File: src/rtl/addsub_rr_scheduler.sv
// Round-robin scheduler sharing one DW-bit add/sub unit among NREQ requesters.
// Latency: result valid 2 cycles after the req_ready cycle; one op in flight, 3-cycle minimum spacing.
// Backpressure: result held in RESP until the granted port's rsp_ready; req_ready stays low while busy.
module addsub_rr_scheduler #(
    parameter int NREQ = 2,
    parameter int DW   = 4,
    parameter int GW   = 3
) (
    input  logic               clk,
    input  logic               rst_n,
    input  logic [NREQ-1:0]    req_valid,
    output logic [NREQ-1:0]    req_ready,
    input  logic [NREQ*DW-1:0] req_a,
    input  logic [NREQ*DW-1:0] req_b,
    input  logic [NREQ-1:0]    req_mode,
    output logic [NREQ-1:0]    rsp_valid,
    input  logic [NREQ-1:0]    rsp_ready,
    output logic [DW-1:0]      rsp_sum,
    output logic               rsp_cout,
    output logic [DW-1:0]      alu_a,
    output logic [DW-1:0]      alu_b,
    output logic               alu_mode,
    input  logic [DW-1:0]      alu_sum,
    input  logic               alu_cout,
    output logic               busy,
    output logic [GW-1:0]      grant_id
);

    typedef enum logic [1:0] {
        ST_IDLE  = 2'd0,
        ST_ISSUE = 2'd1,
        ST_RESP  = 2'd2
    } state_t;

    localparam logic [NREQ-1:0] ONE_HOT0 = NREQ'(1);

    state_t              state_q, state_d;
    logic [GW-1:0]       last_grant_q, last_grant_d;
    logic [GW-1:0]       grant_id_q, grant_id_d;
    logic [DW-1:0]       alu_a_q, alu_a_d;
    logic [DW-1:0]       alu_b_q, alu_b_d;
    logic                alu_mode_q, alu_mode_d;
    logic [NREQ-1:0]     rsp_valid_q, rsp_valid_d;
    logic [DW-1:0]       rsp_sum_q, rsp_sum_d;
    logic                rsp_cout_q, rsp_cout_d;

    logic                pick_vld;
    logic [GW-1:0]       pick_idx;
    logic [NREQ-1:0]     pick_oh;
    logic [DW-1:0]       pick_a;
    logic [DW-1:0]       pick_b;
    logic                pick_mode;
    logic                rsp_hit;

    // Round-robin pick: ports above last_grant first, then wrap to ports at or below it.
    always_comb begin
        pick_vld  = 1'b0;
        pick_idx  = '0;
        pick_oh   = '0;
        pick_a    = '0;
        pick_b    = '0;
        pick_mode = 1'b0;
        for (int pass = 0; pass < 2; pass++) begin
            for (int i = 0; i < NREQ; i++) begin
                if (!pick_vld && req_valid[i] &&
                    ((pass == 0) ? (i > int'(last_grant_q)) : (i <= int'(last_grant_q)))) begin
                    pick_vld   = 1'b1;
                    pick_idx   = GW'(i);
                    pick_oh[i] = 1'b1;
                    pick_a     = req_a[DW*i +: DW];
                    pick_b     = req_b[DW*i +: DW];
                    pick_mode  = req_mode[i];
                end
            end
        end
    end

    // rsp_valid_q is one-hot on the granted port, so masking avoids a variable index.
    assign rsp_hit = |(rsp_ready & rsp_valid_q);

    // Next-state and datapath updates; everything holds unless the current state changes it.
    always_comb begin
        state_d      = state_q;
        last_grant_d = last_grant_q;
        grant_id_d   = grant_id_q;
        alu_a_d      = alu_a_q;
        alu_b_d      = alu_b_q;
        alu_mode_d   = alu_mode_q;
        rsp_valid_d  = rsp_valid_q;
        rsp_sum_d    = rsp_sum_q;
        rsp_cout_d   = rsp_cout_q;
        req_ready    = '0;
        case (state_q)
            ST_IDLE: begin
                if (pick_vld) begin
                    req_ready  = pick_oh;
                    alu_a_d    = pick_a;
                    alu_b_d    = pick_b;
                    alu_mode_d = pick_mode;
                    grant_id_d = pick_idx;
                    state_d    = ST_ISSUE;
                end
            end
            ST_ISSUE: begin
                // Unit has had a full cycle to settle on the registered operands.
                rsp_sum_d   = alu_sum;
                rsp_cout_d  = alu_cout;
                rsp_valid_d = ONE_HOT0 << grant_id_q;
                state_d     = ST_RESP;
            end
            ST_RESP: begin
                if (rsp_hit) begin
                    rsp_valid_d  = '0;
                    last_grant_d = grant_id_q;
                    state_d      = ST_IDLE;
                end
            end
            default: begin
                state_d     = ST_IDLE;
                rsp_valid_d = '0;
            end
        endcase
    end

    // State and datapath registers; reset discards any in-flight operation.
    always_ff @(posedge clk or negedge rst_n) begin
        if (!rst_n) begin
            state_q      <= ST_IDLE;
            last_grant_q <= GW'(NREQ - 1);
            grant_id_q   <= '0;
            alu_a_q      <= '0;
            alu_b_q      <= '0;
            alu_mode_q   <= 1'b0;
            rsp_valid_q  <= '0;
            rsp_sum_q    <= '0;
            rsp_cout_q   <= 1'b0;
        end else begin
            state_q      <= state_d;
            last_grant_q <= last_grant_d;
            grant_id_q   <= grant_id_d;
            alu_a_q      <= alu_a_d;
            alu_b_q      <= alu_b_d;
            alu_mode_q   <= alu_mode_d;
            rsp_valid_q  <= rsp_valid_d;
            rsp_sum_q    <= rsp_sum_d;
            rsp_cout_q   <= rsp_cout_d;
        end
    end

    assign alu_a     = alu_a_q;
    assign alu_b     = alu_b_q;
    assign alu_mode  = alu_mode_q;
    assign rsp_valid = rsp_valid_q;
    assign rsp_sum   = rsp_sum_q;
    assign rsp_cout  = rsp_cout_q;
    assign grant_id  = grant_id_q;
    assign busy      = (state_q != ST_IDLE);

endmodule

File: config.mk
export PLATFORM = sky130hd
export DESIGN_NAME = addsub_rr_scheduler
export DESIGN_NICKNAME = d
export VERILOG_FILES = /design/src/rtl/addsub_rr_scheduler.sv
export SDC_FILE = /design/constraint.sdc
export NUM_CORES = 1
export LEC_CHECK = 0
export ABC_AREA = 1
export BUFFER_PORTS_ARGS = -buffer_cell sky130_fd_sc_hd__clkbuf_2
export CAP_MARGIN = 20
export CORE_AREA = 5 5 52 54
export DETAILED_ROUTE_END_ITERATION = 10
export DIE_AREA = 0 0 57 59
export HOLD_SLACK_MARGIN = 0.03
export PLACE_DENSITY = 0.88
export SLEW_MARGIN = 0
export SYNTH_ARGS = -nofsm -noshare
export SYNTH_HDL_FRONTEND = slang
export SYNTH_SLANG_ARGS = --single-unit
File: constraint.sdc
create_clock -name clk -period 1.5 [get_ports clk]
set_input_delay 0.075 -clock clk [delete_from_list [all_inputs] [get_ports clk]]
set_output_delay 0.075 -clock clk [all_outputs]
set_load 0.02 [all_outputs]
# Word-level counts from Yosys, hierarchy flattened
# Cells that the tools add are included.
# word_totals
regBits	24
output_inout_bits	22
word_cells	54
# op_classes
magnitude_cmp	2
n_eq_ne	4
shift	1
muxes	23
n_bitwise	2
n_reduce_logical	13
# op_table
cell	n
4-bit 2-to-1 mux	6
2-bit one-hot mux with 3 select lines	2
1-bit 2-to-1 mux	10
2-bit 2-to-1 mux	4
2-bit AND reduction	4
1-bit logical AND	4
2-bit inequality test, second input constant	2
1-bit by 3-bit > comparator with 1-bit output, first input constant	1
1-bit by 3-bit <= comparator with 1-bit output, first input constant	1
3-bit 2-to-1 mux	1
1-bit by 3-bit << shifter with 2-bit output, first input constant	1
2-bit bitwise AND	1
2-bit by 1-bit equality test with 1-bit output, second input constant	1
2-bit equality test, second input constant	1
1-bit zero test	2
2-bit zero test	1
2-bit nonzero test	1
2-bit OR reduction	1
1-bit NOT	1

# Longest topological paths before layout
# Gate-level depths: netlist of the first run.
# depth
word_depth	12
mapped_depth	6
ltp_nobuf	6

# Worst setup path before layout of the first run
# OpenSTA, ideal clock, no wires.
# synth_timing
kind	register to register
from	register state_q[1]
to	register grant_id_q[0] (netlist: grant_id[0])
arrival_time_ns	1.216
t_required_ns	1.425
slack_ns	0.209
stages_incl_launch_ff	5
cell_sequence	dfrtp_1 -> nor2_2 -> inv_1 -> nor2_1 -> o21bai_2
# synth_via
elab_chain_len	2
# synth_rtl
element	line_no	text
from (decl)	37	state_t state_q, state_d;
from (signal assigned)	138	state_q <= state_d;
2-bit zero test	93	case (state_q)
2-bit AND reduction (no line)	-	
to (signal assigned)	140	grant_id_q <= grant_id_d;
to (decl)	39	logic [GW-1:0] grant_id_q, grant_id_d;
# No other way between the ends.
# A chain may end at the register's enable or synchronous reset.

# Worst setup path in the final report of the first run
# layout_timing
from	register last_grant_q[0]
to	output req_ready[0]
# layout_via
elab_chain_len	12
word_cells_on_any_way	14
# layout_rtl
element	line_no	text
from (decl)	38	logic [GW-1:0] last_grant_q, last_grant_d;
from (signal assigned)	129	last_grant_q <= GW'(NREQ - 1);
from (signal assigned)	139	last_grant_q <= last_grant_d;
1-bit by 3-bit > comparator with 1-bit output	-	
1-bit logical AND	65	if (!pick_vld && req_valid[i] &&
1-bit 2-to-1 mux	65	
1-bit zero test	65	
1-bit logical AND	65	
1-bit 2-to-1 mux	65	
1-bit zero test	65	
1-bit logical AND (2 in series)	65	
1-bit 2-to-1 mux	65	
2-bit 2-to-1 mux (*)	95	if (pick_vld) begin
2-bit 2-to-1 mux (*)	93	
to (decl)	12	output logic [NREQ-1:0] req_ready,
# Every way passes the cells marked *; elsewhere a longest branch is shown, timed or not.

==> impl_results.md, run 1 <==
* Via count at 1004
* Initial core utilization at 0.452
* DR vias/cell at about 4.8
* Die width at between 50 and 60 µm
* Setup bufs post-CTS at 0
* YS warnings at 0
* Syn avg cell area at slightly below 8 µm²
* Synthesized flop and latch total at 20
* WL/cell at 12.4 µm
* Post-synth top cells: nand2_1, dfrtp_1, nand3_1
* Total grt overflow at 0
* Slowest stage delay, CP at 0.57 ns
* CORE AREA at 2170 µm²
* Htree depth at 1
* Tot Pwr at 2.51 mW
* Final setup fails at 0
* Vias in the first global route at 1013
* Std-Cell Rows at 17
* DRT Pass-1 Iters at 4
* Async SR Flop Fraction at 1.00
* Top Ports at 51
* Minimum clock period at approximately 1.4 ns
* Endpoint kind of the worst setup timing path: output pin
* Hold Path Depth at 5
* Total Wirelength at about 2600 µm
* Fmax at 698 MHz
* Worst Path Max Fanout at 10
* Critical path required time at 1.42 ns
* FILL cells at 197
* Simple-gate portion of the synthesized area at 0.384
* Fraction of layout cells with a size suffix above 1 at 0.326
* IO Port Bufs at 48
* Hold endpoint: alu_b[3]$_DFFE_PN0P_
* Worst slew pin tran at 0.517 ns
* Setup TNS at 0 ns
* Full die area at 3360 µm²
* DRC at 0
* Status: completed
* Hold Crit Class: in -> reg
* Dpl hpwl at 1930 µm
* PwrDens at 1910 nW/µm²
* Mapped Cells at roughly 130
* Die height at about 60 µm
* Final Instance Area at 1320 µm²
* Adder-cell share of the synthesized area at 0
* Critical R2R Capture: grant_id[0]$_DFFE_PN0P_
* Clk pin slew, worst setup/hold paths at 0.11 ns
* Unique masters post-synth at 16
* Nets at 211
* TritonCTS clock tree: done
* Most common cell in the netlist: nand2_1
* Main combinational cell family by area after synthesis: simple AND/OR/NAND/NOR gates
* R2R Setup Slk at 0.39 ns
* Sequential area share after synthesis at 0.512
* CP arrival at between 1 and 1.5 ns
* Number of DRC markers in iteration 0 at 38
* Max Transition Viols Final at 0
* Reg area at 502 µm²
* First-pass GRT wire length at 4350 µm
* XOR/XNOR share of the synthesized area at 0
* Post-DRT Antenna Nets at 0
* CP max-delay cell: dfstp_2
* Area growth from synthesis to layout at 34.5%
* Number of antenna violations at the first check in global routing at 0
* Dpl cell area at approximately 1200 µm²
* Max-Cap Viols at 0
* Top-area cell type share of the netlist area at 0.485
* Final hold violations at 0
* Largest net degree at the start of global routing at 21
* Post-synth top flop: dfrtp_1
* Sink Count at 20
* Final GP Congestion at 0.838
* Synth top area cells: dfrtp_1, nand2_1, nand3_1
* Multi-input gate area in the final layout at 422 µm²
* Reg2reg start: last_grant_q[0]$_DFFE_PN1P_
* P_leak at 0.804 nW
* Worst slew margin at 0.655
* Clock Latency Late Sink at 0.30 ns
* Post-synth EDFFs at 0
* Hold path start: req_b[3]
* Max VDD drop at between 1 and 1.5 mV
* Clock Skew at about 0.0053 ns
* Total track usage at 0.164
* CP Cell Sequence: inv_1 > nand2_4 > nand2_1 > nor2_1 > buf_2
* Tcrit/Tclk final at 0.956
* Post-Place Cells at 199
* Setup CP Type: reg -> out
* N_diodes at 0
* Total CTS buffers at 3
* Mapped Area at 980 µm²
* Mux contribution to synthesized area at 0
* Final cell count without fillers at 209
* Worst Setup Start Kind: register
* CTS Root Cell: clkbuf_4
* Area leader, netlist: dfrtp_1
* Worst R2R Path Depth at 4
* Worst-case clock buffer depth at 2
* Compound-cell area share of the yosys netlist at 0.0332
[state kept, by name, summed over array words and instances (netlist names)]
signal and cells:
alu_mode 1, alu_a 4, rsp_cout 1, grant_id 1, state_q 2, rsp_sum 4
alu_b 4, last_grant_q 1, rsp_valid 2
[final cells by class]
cell class	instances	area share
tap	28	0.0266
timing repair buffer	54	0.228
multi-input combinational	97	0.320
clock buffer	4	0.0275
inverter	6	0.0171
sequential	20	0.381
[repair_timing]
item,4_1_cts,5_1_grt
hold endpoints to repair,24,0
endpoints found under the setup margin,0,2
resized for setup,0,3
hold buffers,6,0
[worst max-delay path: cells and delay by family, from the launching register on]
family	cells	cell delay, ns
buffers and inverters	2	0.24
AND/OR/NAND/NOR	3	0.25
flip-flops	1	0.57
[metal layers]
metal	GRT usage	wire length, µm	vias to the layer above
li1	-	-	502
met3	0.0327	214	4
met4	0.0596	23	0
met2	0.276	1210	54
met1	0.209	1150	444
met5	0	0	-
[through the flow]
stage | util | hold WS [ns] | setup WS (ns)
2_1_floorplan | - | -0.221 | 0.209
3_3_place_gp | 0.561 | 0.0485 | 0.385
3_5_place_dp | 0.561 | 0.0704 | 0.374
4_1_cts | 0.605 | 0.0811 | 0.0138
5_1_grt | 0.607 | 0.0945 | -0.00362
6_report | 0.607 | 0.0814 | 0.0664
[cells in the final DEF (no fill, tap or decap)]
cell type      Yosys  routed
dfstp_2            1       1
nor2_1             3       3
clkbuf_2           0      46
nand2_1           67      67
dfrtp_1           19      19
nand2_2            2       1
dlygate4sd3_1      0       6
o21bai_2           1       1
buf_2              1       2
inv_1              5       5
nor2_2             1       1
conb_1             1       2
nand3_1           19      19
nand2_4            0       1
o21ai_0            1       1
clkbuf_4           0       3
inv_2              1       1
clkbuf_8           0       1
o21ai_4            1       1
[logic make-up (layout without fill, tap and decap cells)]
group           count (synthesis)  count (layout)
other cells                     1               2
flops                          20              20
simple gates                   92              92
buf+inv                        11              64
compound gates                  3               3
[worst max-delay path by stage]
stage / from / to / depth (start not counted)
2_1_floorplan: state_q[1]$_DFFE_PN0P_ / grant_id[0]$_DFFE_PN0P_ / 4
3_3_place_gp: last_grant_q[0]$_DFFE_PN1P_ / req_ready[0] / 5
3_5_place_dp: last_grant_q[0]$_DFFE_PN1P_ / req_ready[0] / 5
4_1_cts: last_grant_q[0]$_DFFE_PN1P_ / req_ready[0] / 5
5_1_grt: last_grant_q[0]$_DFFE_PN1P_ / req_ready[0] / 5
6_report: last_grant_q[0]$_DFFE_PN1P_ / req_ready[0] / 5
[power by group]
group          internal [mW]  leakage [nW]  switching (mW)
Clock                  0.148        0.0210           0.163
Combinational          0.404         0.532           0.860
Sequential             0.788         0.250           0.151
Total                   1.34         0.804            1.17
(Power assumes the default switching activity.)
==> inputs of run 2 (changes only) <==
RECOVER_POWER = 50   (was default)
==> impl_results.md, run 2 (synthesis results as in run 1) <==
* DR vias/cell at roughly 4.9
* WL/cell at 12.5 µm
* Post-DRT Antenna Nets at 0
* Dpl hpwl at 1930 µm
* Setup CP Type: reg -> out
* Dpl cell area at between 1000 and 1500 µm²
* Hold Path Depth at 5
* Final GP Congestion at 0.838
* CORE AREA at 2170 µm²
* Worst R2R Path Depth at 5
* Reg2reg start: state_q[1]$_DFFE_PN0P_
* Worst slew margin at 0.253
* Die height at 59 µm
* CP arrival at 1.36 ns
* Final setup fails at 0
* Max VDD drop at slightly above 1 mV
* Worst-case clock buffer depth at 2
* Vias in the first global route at around 1000
* Nets at 211
* Clock Skew at between 0.006 and 0.007 ns
* Post-Place Cells at 199
* Commonest non-fill, non-tap cell in the layout: nand2_1
* Final hold violations at 0
* Minimum clock period at 1.43 ns
* Clk pin slew, worst setup/hold paths at roughly 0.12 ns
* DRC at 0
* Std-Cell Rows at 17
* First-pass GRT wire length at 4350 µm
* PwrDens at roughly 1900 nW/µm²
* Htree depth at 1
* DRT Pass-1 Iters at 5
* Largest net degree at the start of global routing at 21
* Final Instance Area at 1310 µm²
* Via count at 1018
* Total CTS buffers at 3
* Tcrit/Tclk final at 0.956
* Clock Latency Late Sink at 0.30 ns
* Initial core utilization at 0.452
* Die width at 57 µm
* Full die area at 3360 µm²
* Most frequent cells in the layout: nand2_1, clkbuf_2, nand3_1, dfrtp_1, clkbuf_1
* Number of antenna violations at the first check in global routing at 0
* Worst Path Max Fanout at 10
* Critical R2R Capture: alu_a[1]$_DFFE_PN0P_
* Hold Crit Class: in -> reg
* Total track usage at 0.164
* R2R Setup Slk at 0.38 ns
* Top Ports at 51
* Area growth from synthesis to layout at 33.3%
* Total grt overflow at 0
* TritonCTS clock tree: done
* IO Port Bufs at 48
* CTS Root Cell: clkbuf_4
* N_diodes at 0
* Sink Count at 20
* Number of DRC markers in iteration 0 at 39
* Final worst slack at 0.0657 ns
* Worst Setup Start Kind: register
* Status: completed
* P_leak at 0.775 nW
* Fraction of layout cells with a size suffix above 1 at 0.276
* Fmax at ~700 MHz
* Worst slew pin tran at 1.12 ns
* Hold path start: req_b[3]
* Total Wirelength at 2620 µm
* Max-Cap Viols at 0
* Hold endpoint: alu_b[3]$_DFFE_PN0P_
* Post-Place Setup Slack at 0.374 ns
* Final cell count without fillers at approximately 210
* Endpoint kind of the worst setup timing path: output pin
* Critical path required time at between 1 and 1.5 ns
* Max Transition Viols Final at 0
## run 2: cell types whose count changed in the layout (fill, tap and decap cells not counted)
cell and change:
clkbuf_1 +9, clkbuf_2 -9
## run 2: layer usage
metal | up-vias | GRT usage | share of wire
met4 | 0 | 0.0596 | 0.010
met5 | - | 0 | 0
met2 | 61 | 0.276 | 0.46
met1 | 449 | 0.209 | 0.43
met3 | 6 | 0.0327 | 0.094
li1 | 502 | - | -
## run 2: power breakdown
group          internal [mW]  total, mW  switching [mW]
combinational          0.379       1.24           0.865
sequential             0.788      0.940           0.152
clock                  0.148      0.310           0.163
## run 2: worst max-delay path: stages (launching register included)
cell and delay, ns:
dfstp_2 0.57, inv_1 0.07, nand2_4 0.10, nand2_1 0.06, nor2_1 0.09, buf_2 0.17
## run 2: worst max path at each step
stage	from	end	slack, ns	depth (start not counted)
after global placement	last_grant_q[0]$_DFFE_PN1P_	req_ready[0]	0.38	5
after detailed placement	last_grant_q[0]$_DFFE_PN1P_	req_ready[0]	0.37	5
after CTS	last_grant_q[0]$_DFFE_PN1P_	req_ready[0]	0.01	5
after global routing	last_grant_q[0]$_DFFE_PN1P_	req_ready[0]	-0.004	5
after floorplan	state_q[1]$_DFFE_PN0P_	grant_id[0]$_DFFE_PN0P_	0.21	4
final	last_grant_q[0]$_DFFE_PN1P_	req_ready[0]	0.07	5
## run 2: layout make-up
class / instances / area (µm²)
Inverter: 6 / 22.5
Tap cell: 28 / 35.0
Timing Repair Buffer: 54 / 289
Clock buffer: 4 / 36.3
Fill cell: 203 / 863
Sequential cell: 20 / 502
Multi-Input combinational cell: 97 / 422
## run 2: what timing repair did
action / in CTS / in global routing
resized for setup: 0 / 3
setup buffers: 0 / 0
hold buffers: 6 / 0
setup endpoints to repair: 0 / 2
endpoints found under the hold margin: 24 / 0
## run 2: stage by stage
| step | TNS, ns | utilization | hold slack [ns] | power, mW |
|---|---|---|---|---|
| 2_1_floorplan | 0 | - | -0.221 | 1.80 |
| 3_3_place_gp | 0 | 0.561 | 0.0485 | 2.15 |
| 3_5_place_dp | 0 | 0.561 | 0.0704 | 2.20 |
| 4_1_cts | 0 | 0.605 | 0.0811 | 2.53 |
| 5_1_grt | -0.00362 | 0.602 | 0.0945 | 2.69 |
| 6_report | 0 | 0.602 | 0.0809 | 2.50 |
==> inputs of run 3 (changes only) <==
HOLD_SLACK_MARGIN = 0.12   (was 0.03)
==> impl_results.md, run 3 (synthesis results as in run 1) <==
* Multi-input gate area in the final layout at about 420 µm²
* Reg2reg start: state_q[1]$_DFFE_PN0P_
* Number of antenna violations at the first check in global routing at 0
* Dpl hpwl at 1930 µm
* FILL cells at 172
* CORE AREA at 2170 µm²
* Hold Path Depth at 5
* Post-DRT Antenna Nets at 0
* Worst Path Max Fanout at 10
* Most frequent cells in the layout: nand2_1, clkbuf_2, dlygate4sd3_1
* Full die area at 3360 µm²
* Die width at 57 µm
* Reg area at 502 µm²
* Final core utilization at 0.689
* Worst R2R Path Depth at 5
* Largest net degree at the start of global routing at 21
* Total Wirelength at between 3000 and 4000 µm
* Worst slew margin at 0.278
* DR vias/cell at 4.85
* Critical R2R Capture: state_q[1]$_DFFE_PN0P_
* PwrDens at around 1700 nW/µm²
* Total track usage at 0.192
* Worst slew pin tran at 1.08 ns
* Met3 Wirelength at between 200 and 300 µm
* Hold Crit Class: in -> reg
* Std-Cell Rows at 17
* Vias in the first global route at 1076
* Clock Skew at 0.00684 ns
* Crit path from: last_grant_q[0]$_DFFE_PN1P_
* Clock Latency Late Sink at 0.30 ns
* Dpl cell area at 1220 µm²
* Final GP Congestion at 0.838
* Top Ports at 51
* Via count at 1106
* Max VDD drop at 0.959 mV
* Fraction of layout cells with a size suffix above 1 at 0.245
* Final Instance Area at 1500 µm²
* N_diodes at 0
* Hold path start: req_a[1]
* Initial core utilization at 0.452
* CTS Root Cell: clkbuf_4
* Commonest non-fill, non-tap cell in the layout: nand2_1
* Die height at approximately 59 µm
* Hold endpoint: alu_a[1]$_DFFE_PN0P_
* Max Transition Viols Final at 0
* Critical path required time at 1.42 ns
* Fmax at 697 MHz
* Final hold slack at 0.131 ns
* Status: completed
* Tcrit/Tclk final at 0.957
* Met1 wire length at 1160 µm
* Worst-case clock buffer depth at 2
* First-pass GRT wire length at 4970 µm
* Total CTS buffers at 3
* Area growth from synthesis to layout at 52.6%
* DRC at 0
* TritonCTS clock tree: done
* Nets at 230
* Setup TNS at 0 ns
* Wire length on met2 at approximately 1500 µm
* IO Port Bufs at 48
* CP arrival at 1.36 ns
* Max layer used: met4
* Final setup fails at 0
* P_leak at about 0.85 nW
* Sink Count at 20
* Minimum clock period at between 1 and 1.5 ns
* Final hold violations at 0
* R2R Setup Slk at 0.13 ns
* DRT Pass-1 Iters at 4
* Number of DRC markers in iteration 0 at 60
* Htree depth at 1
* Total grt overflow at 0
* WL/cell at 13.2 µm
* Clk pin slew, worst setup/hold paths at 0.12 ns
* Setup CP Type: reg -> out
* Endpoint kind of the worst setup timing path: output pin
* Worst Setup Start Kind: register
* Max-Cap Viols at 0
[run 3: cell count changes in the layout (fill, tap and decap cells not counted)]
cell,delta
clkbuf_1,+1
clkbuf_2,-1
dlygate4sd3_1,+19
[run 3: stage by stage]
step / total power, mW / std cells / setup slack [ns]
floorplan: 1.80 / 128 / 0.209
global placement: 2.15 / 199 / 0.385
detailed placement: 2.20 / 199 / 0.374
CTS: 2.58 / 228 / 0.0138
global route: 2.75 / 228 / -0.00918
finish: 2.56 / 228 / 0.0644
[run 3: power breakdown]
part	leakage (nW)	switching [mW]	internal (mW)
Clock	0.0210	0.168	0.148
Combinational	0.579	0.883	0.423
Sequential	0.250	0.148	0.788
Total	0.850	1.20	1.36
[run 3: how the worst max path moves through the flow]
stage | cells after the start | endpoint
after CTS | 5 | req_ready[0]
after floorplan | 4 | grant_id[0]$_DFFE_PN0P_
after detailed placement | 5 | req_ready[0]
after global placement | 5 | req_ready[0]
after global routing | 5 | req_ready[0]
final | 5 | req_ready[0]
[run 3: final cells by class]
| class | count | share of cell area |
|---|---|---|
| Clock buffer | 4 | 0.0243 |
| Sequential cell | 20 | 0.336 |
| Inverter | 6 | 0.0151 |
| Timing Repair Buffer | 73 | 0.320 |
| Multi-Input combinational cell | 97 | 0.282 |
| Tap cell | 28 | 0.0234 |
[run 3: repair_timing]
action	4_1_cts	5_1_grt
buffers inserted	0	0
hold buffers	25	0
hold endpoints to repair	35	0
endpoints found under the setup margin	0	2
gates resized for setup	0	3
[run 3: metal layers]
| metal | global-route usage | vias up |
|---|---|---|
| li1 | - | 539 |
| met4 | 0.0828 | 0 |
| met5 | 0 | - |
| met3 | 0.0479 | 8 |
| met2 | 0.339 | 64 |
| met1 | 0.220 | 495 |
[run 3: worst max-delay path, cell delays in order (launching register included)]
cell	delay, ns
dfstp_2	0.57
inv_1	0.07
nand2_4	0.10
nand2_1	0.06
nor2_1	0.09
buf_2	0.17
